`src/rtl/mc_cpu.sv`:
```
// Multi-cycle MIPS-I subset core (add/sub/and/or/slt, addi, lw, sw, beq, j, halt) with one shared memory port.
// Latency: j 2, beq 3, R/addi 4, sw 4, lw 5, halt 2 cycles with zero-wait memory; each memory wait adds a cycle.
// Backpressure: mem_req is held with stable addr/we/wdata until mem_ready; a watchdog faults after TIMEOUT waits.
// Ports: clk/rst (async active-low); mem_* request/ready memory port; pc_out, retired, halted, error, err_code status.
module mc_cpu #(
    parameter logic [31:0] RESET_PC = 32'h0,
    parameter int          ADDR_W   = 32,
    parameter int          TIMEOUT  = 255,
    parameter int          CNT_W    = 32
) (
    input  logic              clk,
    input  logic              rst,
    output logic              mem_req,
    output logic              mem_we,
    output logic [ADDR_W-1:0] mem_addr,
    output logic [31:0]       mem_wdata,
    input  logic [31:0]       mem_rdata,
    input  logic              mem_ready,
    output logic [31:0]       pc_out,
    output logic [CNT_W-1:0]  retired,
    output logic              halted,
    output logic              error,
    output logic [1:0]        err_code
);
    localparam logic [5:0] OP_RTYPE = 6'h00;
    localparam logic [5:0] OP_J     = 6'h02;
    localparam logic [5:0] OP_BEQ   = 6'h04;
    localparam logic [5:0] OP_ADDI  = 6'h08;
    localparam logic [5:0] OP_LW    = 6'h23;
    localparam logic [5:0] OP_SW    = 6'h2B;
    localparam logic [5:0] OP_HALT  = 6'h3F;
    localparam int         WCW      = (TIMEOUT > 1) ? $clog2(TIMEOUT) : 1;

    typedef enum logic [2:0] {S_FETCH, S_DECODE, S_EXEC, S_MEM, S_WB, S_HALT, S_ERR} state_t;

    state_t          state;
    logic [31:0]     pc, ir, a_reg, b_reg, alu_out, mdr;
    logic [31:0]     regs [32];
    logic [WCW-1:0]  wait_cnt;

    logic [5:0]  op, funct;
    logic [4:0]  rs, rt, rd, wb_dst;
    logic [31:0] simm, ea, alu_res, wb_val;
    logic        dec_ok, wd_expired;

    assign op     = ir[31:26];
    assign rs     = ir[25:21];
    assign rt     = ir[20:16];
    assign rd     = ir[15:11];
    assign funct  = ir[5:0];
    assign simm   = {{16{ir[15]}}, ir[15:0]};
    assign ea     = a_reg + simm;
    assign wb_dst = (op == OP_RTYPE) ? rd : rt;
    assign wb_val = (op == OP_LW) ? mdr : alu_out;

    // The wait that would make the count reach TIMEOUT is the fatal one; a ready in that cycle still wins.
    assign wd_expired = (TIMEOUT != 0) && (wait_cnt == WCW'(TIMEOUT - 1));

    always_comb begin
        dec_ok = 1'b0;
        case (op)
            OP_RTYPE: dec_ok = (funct == 6'h20) || (funct == 6'h22) || (funct == 6'h24) ||
                               (funct == 6'h25) || (funct == 6'h2A);
            OP_J, OP_BEQ, OP_ADDI, OP_LW, OP_SW, OP_HALT: dec_ok = 1'b1;
            default: dec_ok = 1'b0;
        endcase
    end

    always_comb begin
        alu_res = 32'h0;
        case (funct)
            6'h20:   alu_res = a_reg + b_reg;
            6'h22:   alu_res = a_reg - b_reg;
            6'h24:   alu_res = a_reg & b_reg;
            6'h25:   alu_res = a_reg | b_reg;
            6'h2A:   alu_res = {31'h0, $signed(a_reg) < $signed(b_reg)};
            default: alu_res = 32'h0;
        endcase
    end

    // The request is a decode of the state gated by reset, so an access in flight is
    // abandoned the instant reset asserts and nothing is requested while reset is held.
    assign mem_req   = rst && ((state == S_FETCH) || (state == S_MEM));
    assign mem_we    = mem_req && (state == S_MEM) && (op == OP_SW);
    assign mem_addr  = (state == S_MEM) ? alu_out[ADDR_W-1:0] : pc[ADDR_W-1:0];
    assign mem_wdata = b_reg;
    assign pc_out    = pc;

    always_ff @(posedge clk or negedge rst) begin
        if (!rst) begin
            state    <= S_FETCH;
            pc       <= RESET_PC;
            ir       <= 32'h0;
            a_reg    <= 32'h0;
            b_reg    <= 32'h0;
            alu_out  <= 32'h0;
            mdr      <= 32'h0;
            wait_cnt <= '0;
            retired  <= '0;
            halted   <= 1'b0;
            error    <= 1'b0;
            err_code <= 2'd0;
            for (int i = 0; i < 32; i++) regs[i] <= 32'h0;
        end else begin
            case (state)
                S_FETCH: begin
                    if (mem_ready) begin
                        ir    <= mem_rdata;
                        pc    <= pc + 32'd4;
                        state <= S_DECODE;
                    end else if (wd_expired) begin
                        state    <= S_ERR;
                        error    <= 1'b1;
                        err_code <= 2'd3;
                    end else begin
                        wait_cnt <= wait_cnt + 1'b1;
                    end
                end
                S_DECODE: begin
                    a_reg <= regs[rs];
                    b_reg <= regs[rt];
                    if (!dec_ok) begin
                        state    <= S_ERR;
                        error    <= 1'b1;
                        err_code <= 2'd1;
                    end else if (op == OP_HALT) begin
                        state   <= S_HALT;
                        halted  <= 1'b1;
                        retired <= retired + 1'b1;
                    end else if (op == OP_J) begin
                        pc       <= {pc[31:28], ir[25:0], 2'b00};
                        retired  <= retired + 1'b1;
                        wait_cnt <= '0;
                        state    <= S_FETCH;
                    end else begin
                        state <= S_EXEC;
                    end
                end
                S_EXEC: begin
                    case (op)
                        OP_RTYPE: begin
                            alu_out <= alu_res;
                            state   <= S_WB;
                        end
                        OP_ADDI: begin
                            alu_out <= ea;
                            state   <= S_WB;
                        end
                        OP_LW, OP_SW: begin
                            alu_out <= ea;
                            if (ea[1:0] != 2'b00) begin
                                state    <= S_ERR;
                                error    <= 1'b1;
                                err_code <= 2'd2;
                            end else begin
                                wait_cnt <= '0;
                                state    <= S_MEM;
                            end
                        end
                        OP_BEQ: begin
                            // pc already points past the branch, so the offset is relative to pc+4.
                            if (a_reg == b_reg) pc <= pc + {simm[29:0], 2'b00};
                            retired  <= retired + 1'b1;
                            wait_cnt <= '0;
                            state    <= S_FETCH;
                        end
                        default: begin
                            state    <= S_ERR;
                            error    <= 1'b1;
                            err_code <= 2'd1;
                        end
                    endcase
                end
                S_MEM: begin
                    if (mem_ready) begin
                        if (op == OP_SW) begin
                            retired  <= retired + 1'b1;
                            wait_cnt <= '0;
                            state    <= S_FETCH;
                        end else begin
                            mdr   <= mem_rdata;
                            state <= S_WB;
                        end
                    end else if (wd_expired) begin
                        state    <= S_ERR;
                        error    <= 1'b1;
                        err_code <= 2'd3;
                    end else begin
                        wait_cnt <= wait_cnt + 1'b1;
                    end
                end
                S_WB: begin
                    if (wb_dst != 5'd0) regs[wb_dst] <= wb_val;
                    retired  <= retired + 1'b1;
                    wait_cnt <= '0;
                    state    <= S_FETCH;
                end
                default: state <= state; // S_HALT / S_ERR hold until reset
            endcase
        end
    end
endmodule
```
`config.mk`:
```
export PLATFORM = sky130hd
export DESIGN_NAME = mc_cpu
export DESIGN_NICKNAME = d
export VERILOG_FILES = /design/src/rtl/mc_cpu.sv
export SDC_FILE = /design/constraint.sdc
export NUM_CORES = 2
export LEC_CHECK = 0
export CORE_MARGIN = 1.5
export CORE_UTILIZATION = 45
export CTS_BUF_LIST = sky130_fd_sc_hd__clkbuf_8
export DETAILED_ROUTE_END_ITERATION = 7
export DONT_BUFFER_PORTS = 1
export PLACE_DENSITY = 0.68
export SLEW_MARGIN = 20
export SYNTH_ARGS = -nofsm -noshare
export SYNTH_HDL_FRONTEND = slang
export SYNTH_SLANG_ARGS = --single-unit
```
`constraint.sdc`:
```
create_clock -name clk -period 3.7 [get_ports clk]
set_clock_uncertainty 0.15 [all_clocks]
set_input_delay 0.925 -clock clk [delete_from_list [all_inputs] [get_ports clk]]
set_output_delay 0.925 -clock clk [all_outputs]
set_load 0.05 [all_outputs]
```
Yosys cells after proc, flatten, opt, wreduce, memory -nomap -nowiden. Index checks and enable logic that the tools add are counted.

$add $sub $neg: 7. Bitwise logic cells: 7. Reductions and logical operators: 35. Equality and inequality tests: 35. Multiplexer cells: 61. Order comparisons: 5.

Operators with widths (number): $bwmux 1024 (1); $mux 32 (16); $bmux 32 s5 (2); $demux 32 s5 (1); $pmux 32 s5 (1); $pmux 32 s4 (1); $add 32x32->32 (3); $pmux 32 s3 (1); $mux 28 (3); $mux 8 (8); $pmux 32 s2 (1); $eq 6x6->1 const B (8); $pmux 8 s5 (1); $add 32x1->32 const B (1); $add 32x3->32 const B (1); $and 32x32->32 (1); $eq 32x32->1 (1); $lt 32x32->1 (1); $or 32x32->32 (1); $sub 32x32->32 (1); $ne 2x2->1 const B (11); $mux 3 (7); $ge 6x6->1 const B (3); $not 5->6 (3); other kinds (40) (72).

Output and inout port bits: 134. Bits of input ports: 35. Word-level logic and storage cells: 195. Bits in registers: 1263.

Longest topological paths before layout.
Depth in word-level cells: 8. Gate-level depth with buffers: 17. Mapped depth without buffers: 15.

Least setup slack after synthesis. Ideal clock, no wire load.

Kind: flip-flop to flip-flop. Start: reg state[1]. End: reg pc[28], in the netlist pc_out[28]. Library setup time: 0.130 ns. Slack: -0.382 ns. Stages on the path, launching flop included: 18. Clock period less this slack: 4.082 ns. Buffers on the path: 2. Arrival: 3.802 ns. Required time: 3.420 ns. Path through: dfrtp_1 buf_6 inv_1 nor3_1 clkbuf_1 nand2_1 ha_1 fa_1 a21o_1 a21oi_1 o21ai_0 a211o_1 nand2_1 o211ai_1 o31a_1 a41oi_1 xor2_1 o21ai_0.

Longest elaborated chain between the ends: 3. Elaborated cells between the ends (all ways): 10. Classes of those cells: 5 x eq/ne; 1 x mux; 1 x bitwise; 3 x reduce/logical.

RTL lines: start: declaration (RTL line 36) `state_t state;`; start signal: assignment (RTL line 198) `default: state <= state;`; $eq 3x2->1, or another cell as far along (RTL line 105) `case (state)`; $ne 2x2->1 (no line), or another cell as far along; $reduce_and 5->1 (no line); end signal: assignment (RTL line 109) `pc <= pc + 32'd4;`; end signal: assignment (RTL line 131) `pc <= {pc[31:28], ir[25:0], 2'b00};`; end signal: assignment (RTL line 162) `if (a_reg == b_reg) pc <= pc + {simm[29:0], 2'b00};`; end: declaration (RTL line 37) `logic [31:0] pc, ir, a_reg, b_reg, alu_out, mdr;`.

Parallel ways exist; a longest one is shown, timed or not. A chain may end at the register's enable or synchronous reset.

Worst setup path in the final report.
Start: reg state[1]. End: reg pc[26], in the netlist pc_out[26].

Longest elaborated chain between the ends: 3. Elaborated cells between the ends (all ways): 12. Classes of those cells: 8 x eq/ne; 1 x mux; 3 x reduce/logical.

RTL lines (RTL line): $eq 3x2->1, or another cell as far along (105); $ne 2x2->1 (no line) / $reduce_bool 3->1 (equally long branches); $reduce_and 7->1 (no line).

Parallel ways exist; a longest one is shown, timed or not.

==> results_dict.tcl <==
set metrics [dict create \
    yosysSeqAreaShare 0.4498 \
    io_buffers 0 \
    synth_commonest_cells "dfrtp_1 (1261), nand2_1 (846), nor2_1 (720)" \
    viasPerCell 6.247 \
    netlist_area_um2 70160 \
    antenna_found_initial 4 \
    path_class "flop to flop" \
    route.detailed.wl_per_inst_um 26.01 \
    nets 6799 \
    hold_violations 0 \
    cts_buffer_depth 3 \
    overflow 0 \
    crit_required_ns 4.43 \
    p_int_mw 21.06 \
    stdcell_count 8797 \
    synth_top_area_share 0.4498 \
    setup_viol 0 \
    grt_pass1_vias 54150 \
    grt_max_degree 175 \
    power_density_nw_per_um2 352.2 \
    outcome "complete, no violations" \
    layout_min_cycle_time_ns 3.633 \
    drc 0 \
    synth-compound-area-share 0.1303 \
    ys_warn_count 0 \
    cts-buffers-inserted 202 \
    yosys_register_bits 1261 \
    synthMostInstantiatedCell "dfrtp_1" \
    slew-limit-headroom 0.3662 \
    synth_top_flop_cell "dfrtp_1" \
    initial_core_util 0.4544 \
    crit_chain "clkinvlp_4 > nor3_4 > buf_4 > nand2_1 > ha_4 > fa_2 > a21o_1 > a21oi_2 > o21ai_2 > a211o_1 > nand2_2 > o211ai_1 > o31a_1 > buf_4 > a21oi_2 > nor4_1 > a211o_1" \
    synth.area.mux_share 0.2267 \
    num_vias 54950 \
    dp.cells 8371 \
    timing.fmax_mhz 275.2 \
    vdd_ir_drop_max_uv 375.5 \
    grt_usage 0.2875 \
    crit_fanout 5 \
    swShare 0.2557 \
    cts.sinks 1261 \
    die_w_um 397.9 \
    io_pins 169 \
    rows 144 \
    slowest_delay_ns 0.39 \
    synthToLayoutAreaGrowth_pct 14.52 \
    final_util 0.5203 \
    synth_edf_count 0 \
    end_kind "flop" \
    power_switching_mw 7.237 \
    cts_tree "built" \
    yosys.area_share.xor_xnor 0.01311 \
    largest_reg_flops 1024 \
    gr-usage-met2 0.4440 \
    synth-simple-area-share 0.1077 \
    syn-instance-count 6528 \
    coreArea_um2 154400 \
    start_kind "flop" \
    drtIter0Drc 6496 \
    rsz0062_at_grt "true" \
    hold_path.class "primary input to flop" \
    root_buffer "clkbuf_8" \
    grt-busiest-layer "met2" \
    clk-insertion-delay-late_ns 1.01 \
    htreeDepth 4 \
    synth-adder-area-share 0.03217 \
    arrival_ns 4.37 \
    drv_cap 0 \
    synth.top_cells.by_area "dfrtp_1 (45%), mux4_2 (21%), a21oi_1 (5.0%)" \
    grt_pass1_wl_mm 342.8 \
    synth_cell_types 93 \
    comb_power_share 0.053 \
    synth_top_family_by_area "multiplexers" \
    place_hpwl_mm 148.7 \
    antenna_left 0 \
    worst_slew_pin_slew_ns 0.9507 \
    first_pass_iters 6 \
    synth-async-reset-ratio 1.000 \
    yosysTopAreaCell "dfrtp_1" \
    drv_slew 0 \
    dieArea_um2 158300 \
    p_seq_frac 0.491 \
    slowest_stage "dfrtp_1" \
    gp_congestion 0.9933 \
    wl_mm 228.9 \
    grt_util_met3 0.06181 \
    clkPwrFrac 0.456 \
    leakagePower_nw 34.83 \
    layout-drive-gt1-share 0.2383 \
    synth_area_per_cell_um2 10.75 \
    post-route-period-util 0.9820 \
    path_clk_slew_ns 0.07 \
    regMostFlops "regs" \
    floorplan.die.height_um 397.9 \
    met1_usage 0.3961 \
]
-- power by group through the flow --
stage	clock [mW]	combinational, mW	sequential (mW)
after floorplan	0	0.772	14.1
after global placement	0	1.12	14.1
after detailed placement	0	1.43	14.1
after CTS	13.1	1.48	13.9
after global routing	13.6	1.61	13.9
final	12.9	1.50	13.9
-- cell type report --
type                       instances  area [um^2]
fill                           13220        74060
multi-input combinational       4559        36660
sequential                      1261        31590
timing repair buffer             446         4765
clock buffer                     247         3400
tap                             2044         2557
clock inverter                   122        928.4
inverter                         116        444.2
antenna                            2        5.005
-- stage by stage --
stage | power, mW | setup WS (ns) | instance area (um^2) | TNS (ns) | hold slack [ns]
finish | 28.30 | 0.06662 | 80350 | 0 | 0.2049
global route | 29.15 | -0.07945 | 80340 | -0.3214 | 0.1883
CTS | 28.45 | -0.0005900 | 79820 | -0.0005900 | -0.2981
detailed placement | 15.57 | -0.2862 | 74810 | -47.35 | 0.2336
global placement | 15.27 | -0.03164 | 74590 | -0.05457 | 0.2263
floorplan | 14.85 | -0.01696 | 70210 | -0.02833 | 0.2913
-- kinds of logic after synthesis --
kind of cell               count (synthesis)
muxes                                    781
xor gates and xnor gates                 105
adders and majority gates                178
DFF                                     1261
AOI/OAI and AO/OA                       1668
buffers and inverters                    709
other                                      1
and+or+nand+nor                         1825
-- metal layers --
layer / part of all wire / routed length, um / vias to the layer above
met5: 0 / 0 / -
met4: 0.042 / 9629 / 0
met3: 0.10 / 23440 / 565
met2: 0.46 / 104800 / 2921
met1: 0.40 / 90990 / 27730
li1: - / - / 23730
-- worst max-delay path, delay by kind of cell (launching register included) --
kind	cells	cell delay (ns)
AO/OA/AOI/OAI	8	1.61
adder cells (fa/ha/maj)	2	0.52
buffers and inverters	3	0.46
flip-flops	1	0.39
AND/OR/NAND/NOR	4	0.39
-- path summary, 6_finish.rpt --
kind                       cells past startpoint  slack [ns]      start         end
min in group asynchronous                      3        0.59        rst    regs[98]
max in group asynchronous                      5        0.78        rst   regs[920]
hold / removal                                 4        0.20  mem_ready    state[0]
setup reg to reg                              17        0.07   state[1]  pc_out[26]
hold reg to reg                                0        0.24  regs[999]   regs[999]
setup / recovery                              17        0.07   state[1]  pc_out[26]
-- layout by cell type, fill, tap and decap left out, types with 14 or more instances in the layout --
master         count
a221oi_1          14
o21bai_1          18
nand4_1           15
a21o_1            36
dlygate4sd3_1     37
nor3_1            35
a31oi_1           56
a211oi_1          26
nand3_1           34
nand2_1          798
o211ai_1          16
and2_1            21
and2_4            16
mux4_2           640
nand2b_1          19
mux2i_1           43
o21ai_1           17
ha_1             168
xor2_1            30
o21a_1            16
o21ai_0          653
buf_4            306
xnor2_1           75
clkbuf_8         248
nand2_4           47
o31ai_1           18
inv_1            182
mux2i_2           32
dfrtp_1         1249
nor2_1           715
buf_12            80
mux2_2            65
a21oi_1          699
clkinv_2          26
nor2b_1           16
-- repair_timing --
item,4_1_cts,5_1_grt
buffers inserted,3,8
cloned,1,1
gates resized for setup,73,65
endpoints found under the setup margin,116,260
hold buffers,34,8
pin swaps,2,25
hold endpoints to repair,250,91
Note: power is estimated with default switching activity, not from simulation.
